## config.mk

```make
export PLATFORM = sky130hd
export DESIGN_NAME = ahb_arbiter_param
export DESIGN_NICKNAME = d
export VERILOG_FILES = /design/src/rtl/ahb_arbiter_param.sv
export SDC_FILE = /design/constraint.sdc
export NUM_CORES = 1
export LEC_CHECK = 0
export ABC_AREA = 1
export BUFFER_PORTS_ARGS = -buffer_cell sky130_fd_sc_hd__buf_2
export CAP_MARGIN = 20
export CORE_MARGIN = 3
export CORE_UTILIZATION = 55
export CTS_BUF_LIST = sky130_fd_sc_hd__clkbuf_2 sky130_fd_sc_hd__clkbuf_4 sky130_fd_sc_hd__clkbuf_8
export DETAILED_ROUTE_END_ITERATION = 7
export PLACE_DENSITY = 0.83
export SLEW_MARGIN = 20
export SYNTH_ARGS = -nofsm -noshare
export SYNTH_HDL_FRONTEND = slang
export SYNTH_SLANG_ARGS = --single-unit
```

## constraint.sdc

```tcl
create_clock -name HCLK -period 7.9 [get_ports HCLK]
set_input_delay 1.185 -clock HCLK [delete_from_list [all_inputs] [get_ports HCLK]]
set_output_delay 1.185 -clock HCLK [all_outputs]
set_load 0.005 [all_outputs]
```

## src/rtl/ahb_arbiter_param.sv

```systemverilog
// ahb_arbiter_param
// AHB bus arbiter for 2..16 masters. Selects one master per HREADY-qualified
// cycle using fixed-priority (index 0 highest) or round-robin policy, holds
// the grant for locked transfers, and masks masters whose transfer was SPLIT
// until the slave signals resume on HSPLIT.
//
// Ports:
//   HCLK       in   bus clock, all state changes on rising edge
//   HRESET     in   synchronous active-high reset
//   HBUSREQx   in   [NUM_MASTERS] per-master bus request
//   HLOCKx     in   [NUM_MASTERS] per-master locked-transfer request
//   HSPLIT     in   [NUM_MASTERS] split-resume, bit i unmasks master i
//   HREADY     in   transfer complete from selected slave
//   HRESP      in   [2] slave response, 2'b11 = SPLIT
//   HGRANTx    out  [NUM_MASTERS] one-hot grant
//   HMASTER    out  [MW] master owning the current address phase
//   HMASTLOCK  out  current address phase is locked
module ahb_arbiter_param #(
    parameter int NUM_MASTERS    = 16,
    parameter int ROUND_ROBIN    = 1,
    parameter int DEFAULT_MASTER = 0,
    parameter int MW             = $clog2(NUM_MASTERS)
) (
    input  logic                   HCLK,
    input  logic                   HRESET,
    input  logic [NUM_MASTERS-1:0] HBUSREQx,
    input  logic [NUM_MASTERS-1:0] HLOCKx,
    input  logic [NUM_MASTERS-1:0] HSPLIT,
    input  logic                   HREADY,
    input  logic [1:0]             HRESP,
    output logic [NUM_MASTERS-1:0] HGRANTx,
    output logic [MW-1:0]          HMASTER,
    output logic                   HMASTLOCK
);

    localparam logic [MW-1:0]          DEF_IDX = MW'(DEFAULT_MASTER);
    localparam logic [NUM_MASTERS-1:0] DEF_OH  = NUM_MASTERS'(1) << DEFAULT_MASTER;

    logic [NUM_MASTERS-1:0] r_grant;
    logic [MW-1:0]          r_gidx;       // index form of r_grant
    logic [MW-1:0]          r_master;
    logic                   r_mastlock;
    logic [NUM_MASTERS-1:0] r_split_mask;
    logic [MW-1:0]          r_rr_ptr;

    logic [NUM_MASTERS-1:0] w_elig;
    logic                   w_lock_hold;
    logic [MW-1:0]          w_next_idx;
    logic [NUM_MASTERS-1:0] w_next_oh;
    logic                   w_req_grant;  // next grant goes to a requesting master
    logic [NUM_MASTERS-1:0] w_split_set;
    logic [MW-1:0]          w_i;

    always_comb begin
        int unsigned idx;
        idx         = 0;
        w_i         = '0;
        w_elig      = HBUSREQx & ~r_split_mask;
        w_lock_hold = HLOCKx[r_gidx] & HBUSREQx[r_gidx];
        w_next_idx  = DEF_IDX;
        w_req_grant = 1'b0;
        if (w_lock_hold) begin
            w_next_idx  = r_gidx;
            w_req_grant = 1'b1;
        end else if (ROUND_ROBIN != 0) begin
            // Scan from farthest to nearest so the candidate closest after
            // rr_ptr is written last and wins; rr_ptr itself is scanned as
            // distance NUM_MASTERS, i.e. lowest priority.
            for (int unsigned k = NUM_MASTERS; k >= 1; k--) begin
                idx = 32'(r_rr_ptr) + k;
                if (idx >= NUM_MASTERS) idx = idx - NUM_MASTERS;
                w_i = MW'(idx);
                if (w_elig[w_i]) begin
                    w_next_idx  = w_i;
                    w_req_grant = 1'b1;
                end
            end
        end else begin
            // Highest index first so the lowest eligible index wins.
            for (int unsigned k = NUM_MASTERS; k >= 1; k--) begin
                w_i = MW'(k - 1);
                if (w_elig[w_i]) begin
                    w_next_idx  = w_i;
                    w_req_grant = 1'b1;
                end
            end
        end

        w_next_oh             = '0;
        w_next_oh[w_next_idx] = 1'b1;

        w_split_set = '0;
        if (!HREADY && HRESP == 2'b11) w_split_set[r_master] = 1'b1;
    end

    always_ff @(posedge HCLK) begin
        if (HRESET) begin
            r_grant      <= DEF_OH;
            r_gidx       <= DEF_IDX;
            r_master     <= DEF_IDX;
            r_mastlock   <= 1'b0;
            r_split_mask <= '0;
            r_rr_ptr     <= DEF_IDX;
        end else begin
            if (HREADY) begin
                r_grant    <= w_next_oh;
                r_gidx     <= w_next_idx;
                r_master   <= r_gidx;
                r_mastlock <= HLOCKx[r_gidx];
                if (w_req_grant) r_rr_ptr <= w_next_idx;
            end
            // Set is OR-ed in after the clear so a simultaneous set wins.
            r_split_mask <= (r_split_mask & ~HSPLIT) | w_split_set;
        end
    end

    assign HGRANTx   = r_grant;
    assign HMASTER   = r_master;
    assign HMASTLOCK = r_mastlock;

endmodule

```

* Word-level counts from Yosys, hierarchy flattened
Cells that the tools add are included.
** Cells by class
- Add/subtract/negate cells :: 32
- Order comparisons :: 37
- Equal/unequal tests :: 1
- Muxes and demuxes :: 107
- Bitwise operators :: 6
- Reductions and logical operators :: 5
** Operators by type and width (number)
- $mux W4 :: 49
- $lt A4 B5 Y1 const B :: 19
- $ge A5 B5 Y1 const B :: 15
- $bmux W1 S4 :: 18
- $sub A4 B1 Y4 const B :: 16
- $add A4 B4 Y5 const B :: 8
- $mux W1 :: 37
- $and A16 B16 Y16 :: 2
- $not A16 Y16 :: 2
- $add A4 B3 Y5 const B :: 4
- $mux W16 :: 1
- $or A16 B16 Y16 :: 1
- $add A4 B2 Y5 const B :: 2
- $demux W1 S4 :: 2
- $ge A4 B1 Y1 const B :: 2
- $add A4 B5 Y6 const B :: 1
- $ge A6 B5 Y1 const B :: 1
- $add A4 B1 Y5 const B :: 1
- $logic_and A1 B1 Y1 :: 3
- $eq A2 B2 Y1 const B :: 1
- $reduce_and A2 Y1 :: 1
- $and A1 B1 Y1 :: 1
- $logic_not A1 Y1 :: 1
** Word-level totals
- Flip-flop bits (word level) :: 45
- Input port bits :: 53
- Output and inout port bits :: 21

* Logic depth before layout (Yosys ltp)
Gate-level depths: netlist of run 1.
- Depth in word-level cells :: 27
- Depth in mapped cells :: 33
- Depth with buffers taken out :: 31

* Worst setup path before layout of run 1
Ideal clock, no wire load.
- Path kind :: register to register
- Start :: reg r_rr_ptr[1]
- End :: reg r_grant[6] (netlist: HGRANTx[6])
- Arrival :: 2.930 ns
- Path slack :: 4.843 ns
- Stages on the path, launching flop included :: 31
- Buffers on the path :: 2
- Cells stage by stage :: dfxtp_1 > inv_1 > buf_2 > ha_1 > inv_1 > clkbuf_1 > nand3_1 > nand2_1 > nand2_1 > nand3b_2 > nand2_2 > a21oi_1 > nand3_1 > nand2_1 > nand2_1 > nand2_1 > nand2_1 > nand2_1 > nand2_1 > nand2_1 > nand2_1 > nand2_1 > nand2_1 > nand2_1 > nand2_2 > nand2_4 > nand2_4 > nand2_1 > nor2_1 > nor2_1 > nor2_1
** Between the ends
- Cells in the longest elaborated chain, start to end :: 27
- Elaborated cells between the ends (all ways) :: 134
** RTL lines
- from (decl) :: RTL line 44 : logic [MW-1:0] r_rr_ptr;
- from (signal assigned) :: RTL line 110 : if (w_req_grant) r_rr_ptr <= w_next_idx;
- $add A4 B5 Y6 :: RTL line 70 : idx = 32'(r_rr_ptr) + k;
- $ge A6 B5 Y1 or $sub A4 B1 Y4 (tied branches) :: RTL line 71 : if (idx >= NUM_MASTERS) idx = idx - NUM_MASTERS;
- $mux W4 :: RTL line 71
- $mux W4 :: RTL line 62 : if (w_lock_hold) begin
- $bmux W1 S4 :: RTL line 73 : if (w_elig[w_i]) begin
- $mux W1 (implied by the code) :: RTL line 73
- $mux W4 (15 in series) :: RTL line 73
- $mux W4 (*) :: RTL line 73
- $mux W4 (*) :: RTL line 62
- $lt A4 B5 Y1 (implied by the code) or $ge A4 B1 Y1 (tied branches) :: RTL line 90 : w_next_oh[w_next_idx] = 1'b1;
- $logic_and A1 B1 Y1 (implied by the code) :: RTL line 90
- $mux W1 (implied by the code) :: RTL line 90
- $demux W1 S4 (*) :: RTL line 90
- to (signal assigned) :: RTL line 106 : r_grant <= w_next_oh;
- to (decl) :: RTL line 39 : logic [NUM_MASTERS-1:0] r_grant;
Every way passes the cells marked *; elsewhere a longest branch is shown, timed or not. The select of a mux whose other input is x is not followed.
A chain may end at the register's enable or synchronous reset.

* Final worst setup path of run 1
- Start :: reg r_rr_ptr[0]
- End :: reg r_grant[1] (netlist: HGRANTx[1])
The elaborated chain is that of the path after synthesis.

==> flow_summary.yaml, run 1 <==
cells_and_area:
  nets: 797
  n_fill_cell: 705
  regArea_um2: 900.9
  diodes: 0
  finalNonFillerCells: 837
  final_cell_mix: "144 x nand2_1, 93 x nand3_1, 77 x nor2_1"
  final_util: 0.6341
  final_layout_size_suffix_gt1_frac: 0.2344
  multiInputGateArea_mm2: 0.002829
  final_common_cell: "nand2_1"
  area_delta_synth_final_pct: 10.96
placed_design:
  hpwl_um: 10220
  gp_congestion: 1.024
  portBuffers: 73
  dp.cells: 829
  post-place-ws_ps: 3324
critical_path:
  start_kind: "register"
  cp.arrival_ps: 5020
  crit_path_end_kind: "register"
  cp_max_fo: 25
  path_class: "reg2reg"
  worstPathRequired_ps: 8130
floorplan:
  dieArea_mm2: 0.008699
  start_util: 0.5714
  die_y_um: 93.27
  ioPinCount: 74
  row_count: 31
  core_region_area_mm2: 0.007331
  die_w_um: 93.27
synthesis:
  yosys_warnings: 0
  synth-edff-count: 0
  syn-num-nets: 739
  ys_ff_latch: 45
  synth_cell_types: 45
  synth-seq-area-share: 0.2151
  ys_async_sr_fraction: 0
  synth_ff_type: "dfxtp_1"
  syn_inst: 679
  avgSynthCellArea_um2: 6.169
  synth_area_mm2: 0.004189
clocking:
  h-tree-depth: 2
  insertion_delay_ps: 300
  cts_post_setup_buffers_inserted: 0
  clock_sinks: 45
  numCtsBuffers: 5
  cts_root_buffer: "clkbuf_8"
  cts_hold_buf: 0
  clockBufferDepth: 2
  cts_resized: 0
  path_clk_slew_ps: 90
  cts_tree: "done"
timing:
  fmax_ghz: 0.2087
  finalHoldViolCount: 0
  period_minus_slack_ps: 4792
  period_share: 0.6066
  slew-limit-headroom: 0.3583
  skew_ps: 10.84
  worst_slack_ps: 3108
  drv_slew: 0
  fin_setup_tns_ps: 0
  rsz0062_at_grt: "no"
  worst_slew_pin_slew_ps: 961.2
  setup_viol: 0
routing:
  drtPass1Iterations: 5
  first_iter_violations: 436
  finalWirelength_um: 12840
  postRouteAntennaNets: 0
  viasPerCell: 5.670
  wl_per_cell_um: 15.33
  vias: 4746
  drc: 0
global_routing:
  grt_max_degree: 38
  grtUsageMet1: 0.4090
  grt_pass1_wl_um: 21410
  grt_usage: 0.3033
  use_met2: 0.5015
  grt.overflow.total: 0
  use_met3: 0.04907
  grt_busiest_layer: "met2"
  antenna_found_initial: 0
  grt_pass1_vias: 4438
hold_path:
  hp-class: "reg2reg"
job:
  cap_viol_max_count: 0
run_status:
  status: "finished, final reports clean"
[cells in the mapped netlist (all sizes together), types with 2 or more instances]
cell    number  area share
nor2        80       0.075
buf         11       0.022
nand2      169        0.18
a21oi       62       0.078
xor2         5       0.019
clkbuf      12       0.011
o32ai        3      0.0063
nand4        3      0.0045
nand3      121        0.18
inv         85       0.076
o22ai        2      0.0030
o21ai       32       0.039
or2         16       0.024
ha           7       0.021
dfxtp       45        0.22
nand3b       5      0.0099
mux2i        5       0.012
o221ai       4      0.0084
nor4         2      0.0030
a31oi        2      0.0045
[state kept, by name (all words and copies together), names as in the netlist]
| name | cells |
|---|---|
| HMASTLOCK | 1 |
| HMASTER | 4 |
| r_rr_ptr | 4 |
| HGRANTx | 16 |
| r_gidx | 4 |
| r_split_mask | 16 |
[final cells by class]
cell class                 instances  area share
sequential                        45      0.1938
clock buffer                       6     0.01777
multi-input combinational        525      0.6086
inverter                          86     0.06945
clock inverter                     2    0.003499
tap                               99     0.02665
timing repair buffer              74     0.08022
[kinds of logic after synthesis]
family | share of synthesized area
muxes | 0.01195
AOI/OAI and AO/OA | 0.1443
and+or+nand+nor | 0.4758
buffers and inverters | 0.1096
xor gates and xnor gates | 0.02240
DFF | 0.2151
adders and majority gates | 0.02091
[routing by layer]
metal  share of wire  up-vias  wire, µm
met5               0        -         0
met4           0.023        0       297
met3           0.084       35      1079
met2            0.46      247      5937
met1            0.43     2137      5521
li1                -     2327         -
[metrics by stage]
stage               instance area [µm²]  hold slack (ps)
floorplan                          4189            461.8
global placement                   4549            454.0
detailed placement                 4549            461.0
CTS                                4648            474.4
global route                       4648            489.3
finish                             4648            468.3
[critical path: stages (launching register included)]
cell     delay (ps)
dfxtp_1         960
inv_2           470
ha_1            720
inv_1           310
nand3_1         160
nand2_1          90
o21ai_1         250
nand2_1         120
nand2_1         230
a31oi_2         150
nand2_1          90
nand2_1          50
nand2_1          50
nand2_1          40
nand3_1          80
nand2_1          50
nand2_1          50
nand2_1          50
nand2_1          70
nand2_2          80
a21oi_4         200
nand4_1         160
nor2_1          140
nor2_1           50
nor2_1           90
[path summary, 6_finish.rpt]
| kind | cells past startpoint | to | slack, ps | start |
|---|---|---|---|---|
| setup / recovery | 24 | HGRANTx[1] | 3110 | r_rr_ptr[0] |
| hold / removal | 2 | HGRANTx[8] | 470 | HGRANTx[8] |
| setup reg to reg | 24 | HGRANTx[1] | 3110 | r_rr_ptr[0] |
| hold reg to reg | 2 | HGRANTx[8] | 470 | HGRANTx[8] |
Power of run 1 is left out: the tool's default activity adds up to more than one toggle a clock period on the data nets, which glitch-free logic cannot reach.
==> inputs of run 2 (changes only) <==
CORE_UTILIZATION = 53   (was 55)
clock period = 4 ns   (was 7.9 ns; I/O delays follow)
==> flow_summary.yaml, run 2 (same netlist as run 1, synthesis figures left out) <==
placed_design:
  hpwl_um: 10130
  gp_congestion: 0.9799
  portBuffers: 73
  post-place-ws_ps: 656.5
  dp.cells: 836
clocking:
  numCtsBuffers: 5
  cts_hold_buf: 0
  cts_post_setup_buffers_inserted: 0
  path_clk_slew_ps: 90
  insertion_delay_ps: 310
  h-tree-depth: 2
  clock_sinks: 45
  cts_resized: 0
  cts_root_buffer: "clkbuf_8"
  clockBufferDepth: 2
  cts_tree: "done"
cells_and_area:
  area_delta_synth_final_pct: 12.22
  nets: 804
  finalNonFillerCells: 844
  final_layout_size_suffix_gt1_frac: 0.2416
  final_cell_mix: "144 x nand2_1, 93 x nand3_1, 77 x nor2_1"
  diodes: 0
  final_common_cell: "nand2_1"
global_routing:
  grt.overflow.total: 0
  grt_pass1_vias: 4328
  grt_usage: 0.2896
  antenna_found_initial: 0
  grt_pass1_wl_um: 20670
  grt_max_degree: 38
routing:
  finalWirelength_um: 12720
  postRouteAntennaNets: 0
  drtPass1Iterations: 5
  first_iter_violations: 329
  wl_per_cell_um: 15.07
  viasPerCell: 5.685
  drc: 0
  vias: 4798
critical_path:
  cp_num_buf_inv: 3
  cp.arrival_ps: 3680
  r2r_start: "r_rr_ptr[2]"
  crit_slowest_cell: "dfxtp_1"
  worstPathRequired_ps: 4250
  path_class: "reg2reg"
  cp_max_fo: 10
  critPathLaunch: "r_rr_ptr[2]"
  cp_top_family: "simple AND/OR/NAND/NOR gates"
  crit_path_end_kind: "register"
  critPathMostFrequentCell: "nand2_1"
  start_kind: "register"
  max_stage_delay_ps: 570
floorplan:
  dieArea_mm2: 0.009007
  ioPinCount: 74
  die_w_um: 94.91
  core_region_area_mm2: 0.007447
  start_util: 0.5625
  row_count: 31
  die_y_um: 94.91
timing:
  period_share: 0.8565
  finalHoldViolCount: 0
  rsz0062_at_grt: "no"
  fmax_ghz: 0.2919
  setup_viol: 0
  skew_ps: 10.88
  worst_slack_ps: 573.9
  period_minus_slack_ps: 3426
  worst_slew_pin_slew_ps: 688.4
  fin_setup_tns_ps: 0
  drv_slew: 0
  slew-limit-headroom: 0.5411
  holdWs_ps: 469.0
job:
  cap_viol_max_count: 0
hold_path:
  hold_start: "HGRANTx[10]"
  hp-class: "reg2reg"
run_status:
  status: "finished, final reports clean"
-- run 2: cell count changes in the layout (fill, tap and decap cells not counted), sizes merged --
cell / change
buf: +7
-- run 2: layout make-up --
type                       count  area (µm²)
clock buffer                   6       82.58
clock inverter                 2       16.27
fill                         774        2746
inverter                      86       322.8
multi-input combinational    525        2829
sequential                    45       900.9
tap                           99       123.9
timing repair buffer          81       425.4
-- run 2: path summary, 6_finish.rpt --
check                              endpoint  slack (ps)  depth (start not counted)
worst max-delay path            HGRANTx[12]         570                         26
worst min-delay path            HGRANTx[10]         470                          2
worst max register to register  HGRANTx[12]         570                         26
worst min register to register  HGRANTx[10]         470                          2
-- run 2: stage by stage --
step / util / instance area (µm²)
finish: 0.6312 / 4701
CTS: 0.6312 / 4701
detailed placement: 0.6179 / 4602
floorplan: - / 4189
global placement: 0.6179 / 4602
global route: 0.6312 / 4701
-- run 2: worst register-to-register path: stages (launching register included) --
cell and delay, ps:
dfxtp_1 570, inv_2 210, ha_1 520, inv_1 220
nand2_1 150, nand3_2 120, nand2_1 80, inv_1 40
nand3_1 70, nand3_1 70, nand2_1 60, nand2_1 60
nand2_1 60, nand2_1 40, nand2_1 60, nand2_1 60
nand2_1 50, nand2_1 40, nand2_1 70, nand2_1 80
nand3_2 110, nand2_4 100, nor2_4 160, nand3_2 130
nor2_1 120, nor2_1 60, nor2_1 80
-- run 2: routing by layer --
layer	up-vias	part of all wire	track usage
met2	254	0.46	0.4962
met1	2172	0.42	0.3825
li1	2346	-	-
met4	0	0.020	0.07091
met3	26	0.093	0.04064
met5	-	0	0
Power of run 2 is left out for the same reason.
